File: config.mk
export PLATFORM = sky130hd
export DESIGN_NAME = muldiv_unit
export DESIGN_NICKNAME = d
export VERILOG_FILES = /design/src/rtl/muldiv_unit.sv
export SDC_FILE = /design/constraint.sdc
export NUM_CORES = 1
export LEC_CHECK = 0
export ABC_AREA = 1
export BUFFER_PORTS_ARGS = -buffer_cell sky130_fd_sc_hd__buf_4
export CAP_MARGIN = 5
export CORE_MARGIN = 5
export CORE_UTILIZATION = 40
export CTS_CLUSTER_SIZE = 25
export DETAILED_ROUTE_END_ITERATION = 10
export PLACE_DENSITY = 0.59
export SETUP_SLACK_MARGIN = 0.05
export SYNTH_ARGS = -nofsm -noshare
export SYNTH_HDL_FRONTEND = slang
export SYNTH_SLANG_ARGS = --single-unit
File: constraint.sdc
create_clock -name clk -period 18.1 [get_ports clk]
set_clock_uncertainty 0.15 [all_clocks]
set_input_delay 3.62 -clock clk [delete_from_list [all_inputs] [get_ports clk]]
set_output_delay 3.62 -clock clk [all_outputs]
set_load 0.02 [all_outputs]
File: src/rtl/muldiv_unit.sv
// Multi-cycle signed/unsigned multiply-divide unit with architectural HI/LO registers.
// Radix-2 shift-add multiply and restoring divide on operand magnitudes, sign-fixed at the end.
module muldiv_unit #(
    parameter int unsigned WIDTH = 32,
    parameter int unsigned CNT_W = $clog2(WIDTH + 1)
) (
    input  logic             clk,
    input  logic             rst,
    input  logic             start,
    input  logic [2:0]       op,
    input  logic [WIDTH-1:0] dataA,
    input  logic [WIDTH-1:0] dataB,
    input  logic             cancel,
    output logic             busy,
    output logic             done,
    output logic             div_by_zero,
    output logic [WIDTH-1:0] hi,
    output logic [WIDTH-1:0] lo
);

    typedef enum logic [1:0] {S_IDLE, S_RUN, S_FIX} state_t;
    typedef enum logic [2:0] {
        OP_MULTU = 3'b000,
        OP_MULT  = 3'b001,
        OP_DIVU  = 3'b010,
        OP_DIV   = 3'b011,
        OP_MTHI  = 3'b100,
        OP_MTLO  = 3'b101
    } op_t;

    state_t             state_q, state_d;
    logic [CNT_W-1:0]   cnt_q, cnt_d;
    logic [2*WIDTH-1:0] prod_q, prod_d;
    logic [WIDTH-1:0]   opnd_q, opnd_d;
    logic               is_div_q, is_div_d;
    logic               neg_q, neg_d;
    logic               rneg_q, rneg_d;
    logic               zdiv_q, zdiv_d;
    logic [WIDTH-1:0]   hi_q, hi_d;
    logic [WIDTH-1:0]   lo_q, lo_d;
    logic               done_q, done_d;
    logic               dbz_q, dbz_d;

    logic               a_neg, b_neg;
    logic [WIDTH-1:0]   a_mag, b_mag;
    logic [WIDTH:0]     mul_sum;
    logic [2*WIDTH-1:0] mul_next;
    logic [WIDTH:0]     div_shift;
    logic [WIDTH-1:0]   div_diff;
    logic               div_ge;
    logic [2*WIDTH-1:0] div_next;
    logic [2*WIDTH-1:0] prod_fix;
    logic [WIDTH-1:0]   quo_fix, rem_fix;

    always_comb begin
        a_neg = op[0] & dataA[WIDTH-1];
        b_neg = op[0] & dataB[WIDTH-1];
        a_mag = a_neg ? -dataA : dataA;
        b_mag = b_neg ? -dataB : dataB;

        // prod_q holds {partial product, remaining multiplier} while multiplying
        // and {partial remainder, dividend/quotient bits} while dividing.
        mul_sum  = {1'b0, prod_q[2*WIDTH-1:WIDTH]} + {1'b0, (prod_q[0] ? opnd_q : {WIDTH{1'b0}})};
        mul_next = {mul_sum, prod_q[WIDTH-1:1]};

        div_shift = {prod_q[2*WIDTH-1:WIDTH], prod_q[WIDTH-1]};
        div_ge    = div_shift >= {1'b0, opnd_q};
        div_diff  = div_shift[WIDTH-1:0] - opnd_q;
        div_next  = {(div_ge ? div_diff : div_shift[WIDTH-1:0]), prod_q[WIDTH-2:0], div_ge};

        prod_fix = neg_q ? -prod_q : prod_q;
        quo_fix  = neg_q ? -prod_q[WIDTH-1:0] : prod_q[WIDTH-1:0];
        rem_fix  = rneg_q ? -prod_q[2*WIDTH-1:WIDTH] : prod_q[2*WIDTH-1:WIDTH];
    end

    always_comb begin
        state_d  = state_q;
        cnt_d    = cnt_q;
        prod_d   = prod_q;
        opnd_d   = opnd_q;
        is_div_d = is_div_q;
        neg_d    = neg_q;
        rneg_d   = rneg_q;
        zdiv_d   = zdiv_q;
        hi_d     = hi_q;
        lo_d     = lo_q;
        done_d   = 1'b0;
        dbz_d    = 1'b0;

        case (state_q)
            S_IDLE: begin
                if (start && !cancel) begin
                    case (op)
                        OP_MULTU, OP_MULT, OP_DIVU, OP_DIV: begin
                            is_div_d = op[1];
                            opnd_d   = op[1] ? b_mag : a_mag;
                            prod_d   = {{WIDTH{1'b0}}, (op[1] ? a_mag : b_mag)};
                            neg_d    = a_neg ^ b_neg;
                            rneg_d   = a_neg;
                            zdiv_d   = op[1] & (dataB == '0);
                            cnt_d    = '0;
                            state_d  = S_RUN;
                        end
                        OP_MTHI: hi_d = dataA;
                        OP_MTLO: lo_d = dataA;
                        default: ;
                    endcase
                end
            end
            S_RUN: begin
                if (cancel) begin
                    state_d = S_IDLE;
                end else begin
                    prod_d = is_div_q ? div_next : mul_next;
                    cnt_d  = cnt_q + CNT_W'(1);
                    if (cnt_q == CNT_W'(WIDTH - 1)) begin
                        state_d = S_FIX;
                    end
                end
            end
            S_FIX: begin
                state_d = S_IDLE;
                if (!cancel) begin
                    // Zero divisor: magnitude remainder already equals |dataA|, so only
                    // the quotient needs forcing to all ones.
                    if (is_div_q) begin
                        hi_d = rem_fix;
                        lo_d = zdiv_q ? '1 : quo_fix;
                    end else begin
                        {hi_d, lo_d} = prod_fix;
                    end
                    done_d = 1'b1;
                    dbz_d  = zdiv_q;
                end
            end
            default: state_d = S_IDLE;
        endcase
    end

    always_ff @(posedge clk or posedge rst) begin
        if (rst) begin
            state_q  <= S_IDLE;
            cnt_q    <= '0;
            prod_q   <= '0;
            opnd_q   <= '0;
            is_div_q <= 1'b0;
            neg_q    <= 1'b0;
            rneg_q   <= 1'b0;
            zdiv_q   <= 1'b0;
            hi_q     <= '0;
            lo_q     <= '0;
            done_q   <= 1'b0;
            dbz_q    <= 1'b0;
        end else begin
            state_q  <= state_d;
            cnt_q    <= cnt_d;
            prod_q   <= prod_d;
            opnd_q   <= opnd_d;
            is_div_q <= is_div_d;
            neg_q    <= neg_d;
            rneg_q   <= rneg_d;
            zdiv_q   <= zdiv_d;
            hi_q     <= hi_d;
            lo_q     <= lo_d;
            done_q   <= done_d;
            dbz_q    <= dbz_d;
        end
    end

    assign busy        = (state_q != S_IDLE);
    assign done        = done_q;
    assign div_by_zero = dbz_q;
    assign hi          = hi_q;
    assign lo          = lo_q;

endmodule

# [Word level (Yosys, flattened, before mapping)]
# Cells that the tools add are included.
[classes] n_addsub=8 order_cmp=1 n_eq_ne=15 muxes=38 bitwise_logic=4 n_reduce_logical=14
[op_table] op="two-way mux 32 bit" count=17
[op_table] op="two-way mux 64 bit" count=5
[op_table] op="negation 32 bit" count=4
[op_table] op="one-hot mux 32 bit (2 select lines)" count=2
[op_table] op="one-hot mux 64 bit (2 select lines)" count=1
[op_table] op="negation 64 bit" count=1
[op_table] op="adder 32 x 32 -> 33 bit" count=1
[op_table] op=">= comparator 33 x 32 -> 1 bit" count=1
[op_table] op="zero test 32 bit" count=1
[op_table] op="subtractor 32 bit" count=1
[op_table] op="two-way mux 6 bit" count=3
[op_table] op="one-hot mux 6 bit (2 select lines)" count=1
[op_table] op="AND reduction 4 bit" count=3
[op_table] op="two-way mux 2 bit" count=4
[op_table] op="adder 6 x 1 -> 6 bit (second input constant)" count=1
[op_table] op="== test 3 x 2 -> 1 bit (second input constant)" count=2
[op_table] op="== test 3 bit (second input constant)" count=2
[op_table] op="== test 6 x 5 -> 1 bit (second input constant)" count=1
[op_table] op="!= test 2 x 1 -> 1 bit (second input constant)" count=3
[op_table] op="!= test 2 bit (second input constant)" count=3
[op_table] op="AND reduction 3 bit" count=2
[op_table] op="nonzero test 2 bit" count=3
[op_table] op="two-way mux 1 bit" count=4
[op_table] op="one-hot mux 2 bit (2 select lines)" count=1
[op_table] op="11 further kinds" count=13
[totals] regBits=174 elab_cells=92

# [Longest topological paths before layout]
# Gate-level depths: netlist (run 1).
[depth] ltp_word=6 mapped_depth=21 ltp_nobuf=19

# [Worst setup path before layout (run 1)]
# No wires, ideal clock.
[synth_path] path_kind="input port to flip-flop" from="input port dataA[0]" to="register prod_q[14]" setup_time_ns=0.127 t_arrival_ns=4.774 required_ns=17.823 path_slack_ns=13.050 path_stages=10 path_cell_list="inv_1 -> ha_1 -> nand2_1 -> nor2_1 -> nand2_1 -> o21ai_0 -> xor2_1 -> nand2_1 -> o211ai_1 -> a21oi_1"
[synth_via] elab_chain_cells=6
[synth_lines] element="from (decl)" line="11" text="input logic [WIDTH-1:0] dataA,"
[synth_lines] element="negation 32 bit" line="58" text="a_mag = a_neg ? -dataA : dataA;"
[synth_lines] element="two-way mux 32 bit" line="58"
[synth_lines] element="two-way mux 32 bit" line="97" text="prod_d = {{WIDTH{1'b0}}, (op[1] ? a_mag : b_mag)};"
[synth_lines] element="two-way mux 64 bit" line="93" text="case (op)"
[synth_lines] element="two-way mux 64 bit" line="92" text="if (start && !cancel) begin"
[synth_lines] element="one-hot mux 64 bit (2 select lines)" line="90" text="case (state_q)"
[synth_lines] element="to (signal assigned)" line="157" text="prod_q <= prod_d;"
[synth_lines] element="to (decl)" line="33" text="logic [2*WIDTH-1:0] prod_q, prod_d;"
# Every way passes these cells. The select of a mux whose other input is x is not followed.
# A chain may end at the register's enable or synchronous reset.

# [Worst setup path in the final report (run 1)]
[layout_path] from="input port op[1]" to="register lo_q[12], in the netlist lo[12]"
[layout_via] elab_chain_cells=3
[layout_lines] element="from (decl)" line="10" text="input logic [2:0] op,"
[layout_lines] element="== test 3 bit" line="93"
[layout_lines] element="!= test 2 x 1 -> 1 bit (no source line)"
[layout_lines] element="AND reduction 4 bit (no source line)"
[layout_lines] element="to (signal assigned)" line="164" text="lo_q <= lo_d;"
[layout_lines] element="to (decl)" line="40" text="logic [WIDTH-1:0] lo_q, lo_d;"
# Every way passes these cells.

==> results of run 1 <==
[critical path, delay by kind of cell]
family	cells	cell delay, ns
simple gates	4	0.60
compound gates	1	0.09
buf+inv	5	1.97
[sequential cells by signal, indices dropped and copies added (netlist names), 2 cells and up]
name	flops
prod_q	64
hi	32
lo	32
opnd_q	32
cnt_q	6
state_q	2
[cell usage after synthesis (all sizes together) (3+ instances only)]
| cell | instances | area [µm²] |
|---|---|---|
| nor2 | 489 | 1920 |
| xnor2 | 11 | 96.3 |
| dfrtp | 174 | 4350 |
| a211o | 3 | 26.3 |
| nand4 | 54 | 338 |
| ha | 69 | 863 |
| o22ai | 6 | 37.5 |
| nand3 | 278 | 1430 |
| clkinv | 6 | 23.8 |
| buf | 26 | 161 |
| o21ai | 192 | 968 |
| nand2 | 880 | 3350 |
| nand3b | 22 | 165 |
| inv | 392 | 1480 |
| a21boi | 3 | 22.5 |
| or2 | 3 | 18.8 |
| a22oi | 21 | 158 |
| o211ai | 29 | 228 |
| a21oi | 197 | 1000 |
| o31ai | 4 | 30.0 |
| o21bai | 7 | 52.6 |
| a31oi | 20 | 125 |
| clkbuf | 71 | 267 |
| o221ai | 7 | 61.3 |
| nor3 | 35 | 195 |
| xor2 | 58 | 508 |
| nor4 | 4 | 25.0 |
[area by class of cell]
cell class / count / area [µm²]
tap: 592 / 741
timing repair buffer: 156 / 1170
inverter: 398 / 1510
clock inverter: 15 / 191
multi-input combinational: 2404 / 11700
sequential: 174 / 4360
clock buffer: 17 / 425
fill: 4924 / 24300
[how the worst max path moves through the flow]
stage,slack [ns],startpoint,cells past startpoint,end
after floorplan,9.61,rst,1,cnt_q[0]
after global placement,11.56,cancel,11,cnt_q[5]
after detailed placement,11.53,cancel,11,cnt_q[5]
after CTS,12.05,cancel,11,cnt_q[5]
after global routing,11.75,cancel,11,cnt_q[5]
final,11.97,op[1],10,lo[12]
[per-layer routing]
metal / track usage [%] / wire length [µm] / vias to the layer above
met5: 0 / 0 / -
met4: 15.2 / 4570 / 0
met3: 7.35 / 9080 / 182
met2: 51.7 / 37700 / 1208
met1: 50.6 / 39500 / 10100
li1: - / - / 10100
[per-stage QoR]
stage,util [%],setup WS [ns],hold slack (ns)
after floorplan,-,9.61,0.296
after global placement,43.9,11.56,0.313
after detailed placement,43.9,11.53,0.325
after CTS,45.3,12.05,0.340
after global routing,45.3,11.75,0.375
final,45.3,11.97,0.344
[placed cells by master, fill, tap and decap left out, drive strengths merged, types with 4 or more instances in the layout]
master | netlist | routed
a21oi | 197 | 197
a22oi | 21 | 21
a31oi | 20 | 20
buf | 26 | 156
clkbuf | 71 | 17
clkinv | 6 | 12
dfrtp | 174 | 174
ha | 69 | 69
inv | 392 | 399
nand2 | 880 | 880
nand3 | 278 | 278
nand3b | 22 | 22
nand4 | 54 | 54
nor2 | 489 | 489
nor3 | 35 | 35
nor4 | 4 | 4
o211ai | 29 | 29
o21ai | 192 | 192
o21bai | 7 | 7
o221ai | 7 | 7
o22ai | 6 | 6
o31ai | 4 | 4
xnor2 | 11 | 11
xor2 | 58 | 58
[kinds of logic (layout without fill, tap and decap cells)]
group / after synthesis / after routing
flops: 174 / 174
compound gates: 493 / 493
fa+ha+maj: 71 / 71
xor+xnor: 69 / 69
simple gates: 1771 / 1771
buf+inv: 495 / 586
[report_power, final]
part           total (mW)  internal, mW  switching [mW]  leakage (nW)
Clock               0.403         0.200           0.203         0.300
Sequential          0.760         0.505           0.255          2.08
Combinational        1.97         0.601            1.37          7.89
==> flow_metrics.py, run 1 <==
metrics = {
    "outcome": {
        "status": "finished, final reports clean",
    },
    "worst_hold_path": {
        "hold_depth": 1,
        "whs_endpoint": "cnt_q[3]",
        "holdCritStartpoint": "cnt_q[3]",
        "hp-class": "reg2reg",
    },
    "yosys": {
        "muxShareOfSynthArea_pct": 0,
        "ys_warn_count": 0,
        "synth-compound-area-share_pct": 15.2,
        "ys_types": 51,
        "synth-edff-count": 0,
        "synth_top_family_by_area": "simple AND/OR/NAND/NOR gates",
        "synth_ff_type": "dfrtp_1",
        "synth-simple-area-share_pct": 41.5,
        "syn_avg_cell_area_um2": 5.86,
        "yosysSeqAreaShare_pct": 24.2,
        "async_flop_share_pct": 100,
        "ys_ff_latch": 174,
        "synth_nets": 3215,
        "syn_area_um2": 18000,
        "synthCells": 3073,
        "synth_fa_ha_area_share_pct": 5.01,
        "synth-xor-area-share_pct": 3.35,
    },
    "timing": {
        "period_share_pct": 33.9,
        "rsz0062_at_grt": "false",
        "finalCriticalPeriod_ns": 6.13,
        "hold_violations": 0,
        "setup_viol": 0,
        "setup-tns-final_ns": 0,
        "finalMaxSlewViolations": 0,
        "max_freq_ghz": 0.163,
        "max_slew_margin_pct": 24.9,
        "tightest_slew_ns": 1.13,
    },
    "clock_network": {
        "cts.repair.resized": 0,
        "postCtsSetupBuffers": 0,
        "clk_latency_ns": 0.50,
        "cts_root_buf": "clkbuf_16",
        "h-tree-depth": 4,
        "clock_path_buffers": 2,
        "cts_sinks": 174,
        "ctsHoldBuffers": 0,
        "cts-buffers-inserted": 17,
        "cts_tree": "done",
        "clk_pin_slew_ns": 0.08,
    },
    "flow_run": {
        "cap_viol_max_count": 0,
    },
    "layout": {
        "fin_cells": 3756,
        "finalInstanceArea_um2": 20100,
        "finish.net_count": 3293,
        "antenna_cells": 0,
        "final_layout_size_suffix_gt1_share_pct": 8.38,
        "area_growth_pct": 11.7,
    },
    "pwr": {
        "ir_drop_mv": 0.0675,
        "p_total_mw": 3.13,
        "p_leak_nw": 10.3,
        "p_per_area_nw_per_um2": 156,
    },
    "worst_setup_path": {
        "start_kind": "input port",
        "crit_top_cell": "buf_4",
        "worst-endpoint-required_ns": 18.31,
        "r2r_slack_ns": 13.78,
        "arrival_ns": 6.35,
        "cp_max_fo": 38,
        "crit_chain": "buf_4 > clkinv_1 > buf_4 > nand3_1 > nand2_1 > nand2_1 > buf_4 > clkinv_1 > nor2_1 > a21oi_1",
        "cp_slowest_cell": "clkinv_1",
        "max_stage_delay_ns": 0.77,
        "critPathCaptureType": "flip-flop",
        "path_class": "in2reg",
        "regToRegStartpoint": "state_q[1]",
        "crit-reg2reg-capture": "cnt_q[5]",
        "r2r_cells": 11,
    },
    "routing": {
        "ant_nets": 0,
        "wl_um": 90900,
        "vias_per_cell": 5.76,
        "vias": 21600,
        "wire_per_inst_um": 24.2,
        "drt_iter0_markers": 2778,
        "drcViolationCount": 0,
        "firstDrtPassIters": 6,
    },
    "place": {
        "portBuffers": 137,
        "post-dp-hpwl_um": 73400,
        "place_inst": 3724,
        "postPlaceCellArea_um2": 19500,
        "gp_congestion": 1.02,
    },
    "floorplan": {
        "io_pins": 138,
        "core_um2": 44400,
        "die_h_um": 222,
        "start_util_pct": 40.6,
        "die_area_um2": 49400,
        "fp-row-count": 77,
        "die_w_um": 222,
    },
    "global_routing": {
        "antenna_found_initial": 1,
        "grt_usage_pct": 35.4,
        "grt_max_degree": 103,
        "grt_pass1_wl_um": 131000,
        "grt_overflow_total": 0,
        "grt_pass1_vias": 19900,
    },
}
(Power assumes the default switching activity.)
==> run 2: changes to the inputs <==
clock period = 5.95 ns   (was 18.1 ns; I/O delays follow)
==> flow_metrics.py, run 2 (same netlist as run 1, synthesis figures left out) <==
metrics = {
    "outcome": {
        "status": "finished, final reports clean",
    },
    "floorplan": {
        "io_pins": 138,
        "die_w_um": 222,
        "core_um2": 44400,
        "fp-row-count": 77,
        "die_area_um2": 49400,
        "die_h_um": 222,
        "start_util_pct": 40.6,
    },
    "clock_network": {
        "clock_path_buffers": 2,
        "cts-buffers-inserted": 17,
        "cts_sinks": 174,
        "ctsHoldBuffers": 0,
        "clk_pin_slew_ns": 0.07,
        "cts.repair.resized": 0,
        "clk_latency_ns": 0.50,
        "cts_tree": "done",
        "cts_root_buf": "clkbuf_16",
        "h-tree-depth": 4,
        "postCtsSetupBuffers": 0,
    },
    "worst_hold_path": {
        "hp-class": "reg2reg",
    },
    "layout": {
        "finalInstanceArea_um2": 20100,
        "fin_cells": 3754,
        "area_growth_pct": 11.7,
        "finish.net_count": 3291,
        "final_cell_mix": "nand2_1, nor2_1, inv_1, nand3_1, a21oi_1",
        "nFillCells": 4865,
        "largest_reg_flops": 64,
        "antenna_cells": 0,
        "final_layout_size_suffix_gt1_share_pct": 8.32,
        "utilization_pct": 45.3,
        "layout_commonest_cell": "nand2_1",
        "largest_register": "prod_q",
    },
    "place": {
        "post-dp-hpwl_um": 75100,
        "postPlaceCellArea_um2": 19500,
        "place_inst": 3722,
        "portBuffers": 137,
        "gp_congestion": 1.03,
        "dp_slack_ns": 1.94,
    },
    "routing": {
        "wl_met3_um": 10800,
        "vias_per_cell": 5.81,
        "wire_per_inst_um": 24.6,
        "wl_met1_um": 41200,
        "met2_length_um": 37400,
        "ant_nets": 0,
        "drcViolationCount": 0,
        "drt_iter0_markers": 2936,
        "firstDrtPassIters": 8,
        "vias": 21800,
        "top_layer_used": "met4",
        "wl_um": 92500,
    },
    "worst_setup_path": {
        "arrival_ns": 3.97,
        "critical_path.top_delay_family": "simple AND/OR/NAND/NOR gates",
        "start_kind": "flip-flop",
        "crit_chain": "nand2_1 > inv_1 > ha_1 > inv_1 > fa_1 > o21ai_1 > nand2_1 > nand2_1 > nand2_1 > nand2_1 > nand2_1 > nand4_1 > nand3_1 > nand3_1 > nand2_1",
        "worst-endpoint-required_ns": 6.17,
        "path_class": "reg2reg",
        "cp_max_fo": 25,
        "critPathCaptureType": "flip-flop",
        "max_stage_delay_ns": 0.92,
        "crit_buf_inv": 2,
        "crit_top_cell": "nand2_1",
        "cp_slowest_cell": "dfrtp_1",
        "r2r_slack_ns": 2.20,
    },
    "timing": {
        "setup_slack_ns": 2.20,
        "rsz0062_at_grt": "false",
        "max_freq_ghz": 0.267,
        "setup-tns-final_ns": 0,
        "period_share_pct": 63.0,
        "tightest_slew_ns": 1.17,
        "setup_viol": 0,
        "hold_violations": 0,
        "finalMaxSlewViolations": 0,
        "holdWs_ns": 0.340,
        "max_slew_margin_pct": 21.6,
        "finalCriticalPeriod_ns": 3.75,
    },
    "global_routing": {
        "grt_pass1_vias": 19900,
        "grt_usage_pct": 36.0,
        "grt_pass1_wl_um": 133000,
        "grt_overflow_total": 0,
        "grt_max_degree": 134,
        "antenna_found_initial": 0,
    },
    "pwr": {
        "ir_drop_mv": 0.234,
        "p_total_mw": 9.72,
        "p_leak_nw": 10.3,
        "p_per_area_nw_per_um2": 483,
    },
    "flow_run": {
        "cap_viol_max_count": 0,
    },
}
==> run 2: changes by cell type in the layout (fill, tap and decap cells not counted) <==
cell and delta:
clkinv_8 -1, buf_12 +1, inv_12 +1, inv_8 -3, inv_6 +3, buf_4 -3
==> run 2: worst reg2reg max path: stages (launching register included) <==
cell and delay (ns):
dfrtp_1 0.92, nand2_1 0.10, inv_1 0.09, ha_1 0.28
inv_1 0.09, fa_1 0.47, o21ai_1 0.37, nand2_1 0.09
nand2_1 0.16, nand2_1 0.07, nand2_1 0.17, nand2_1 0.10
nand4_1 0.08, nand3_1 0.26, nand3_1 0.20, nand2_1 0.06
==> run 2: power by group <==
group          internal (mW)  total, mW  switching (mW)
sequential              1.53       2.46           0.925
combinational           1.82       6.03            4.21
clock                  0.607       1.23           0.621
==> run 2: per-layer routing <==
metal / track usage, % / vias to the layer above
met5: 0 / -
li1: - / 10100
met4: 11.3 / 0
met2: 50.8 / 1242
met1: 53.8 / 10300
met3: 9.13 / 143
==> run 2: layout make-up <==
type	instances	area (µm²)	share of cell area, %
clock inverter	15	185	0.920
timing repair buffer	154	1170	5.81
inverter	398	1510	7.48
multi-input combinational	2404	11700	58.4
clock buffer	17	425	2.11
sequential	174	4360	21.6
tap	592	741	3.68
==> run 2: final timing paths <==
path,startpoint,to,cells after the start
min,cnt_q[2],cnt_q[2],1
max in group asynchronous,rst,is_div_q,3
min in group asynchronous,rst,lo[17],2
max reg2reg,prod_q[0],prod_q[57],15
max,prod_q[0],prod_q[57],15
min reg2reg,cnt_q[2],cnt_q[2],1
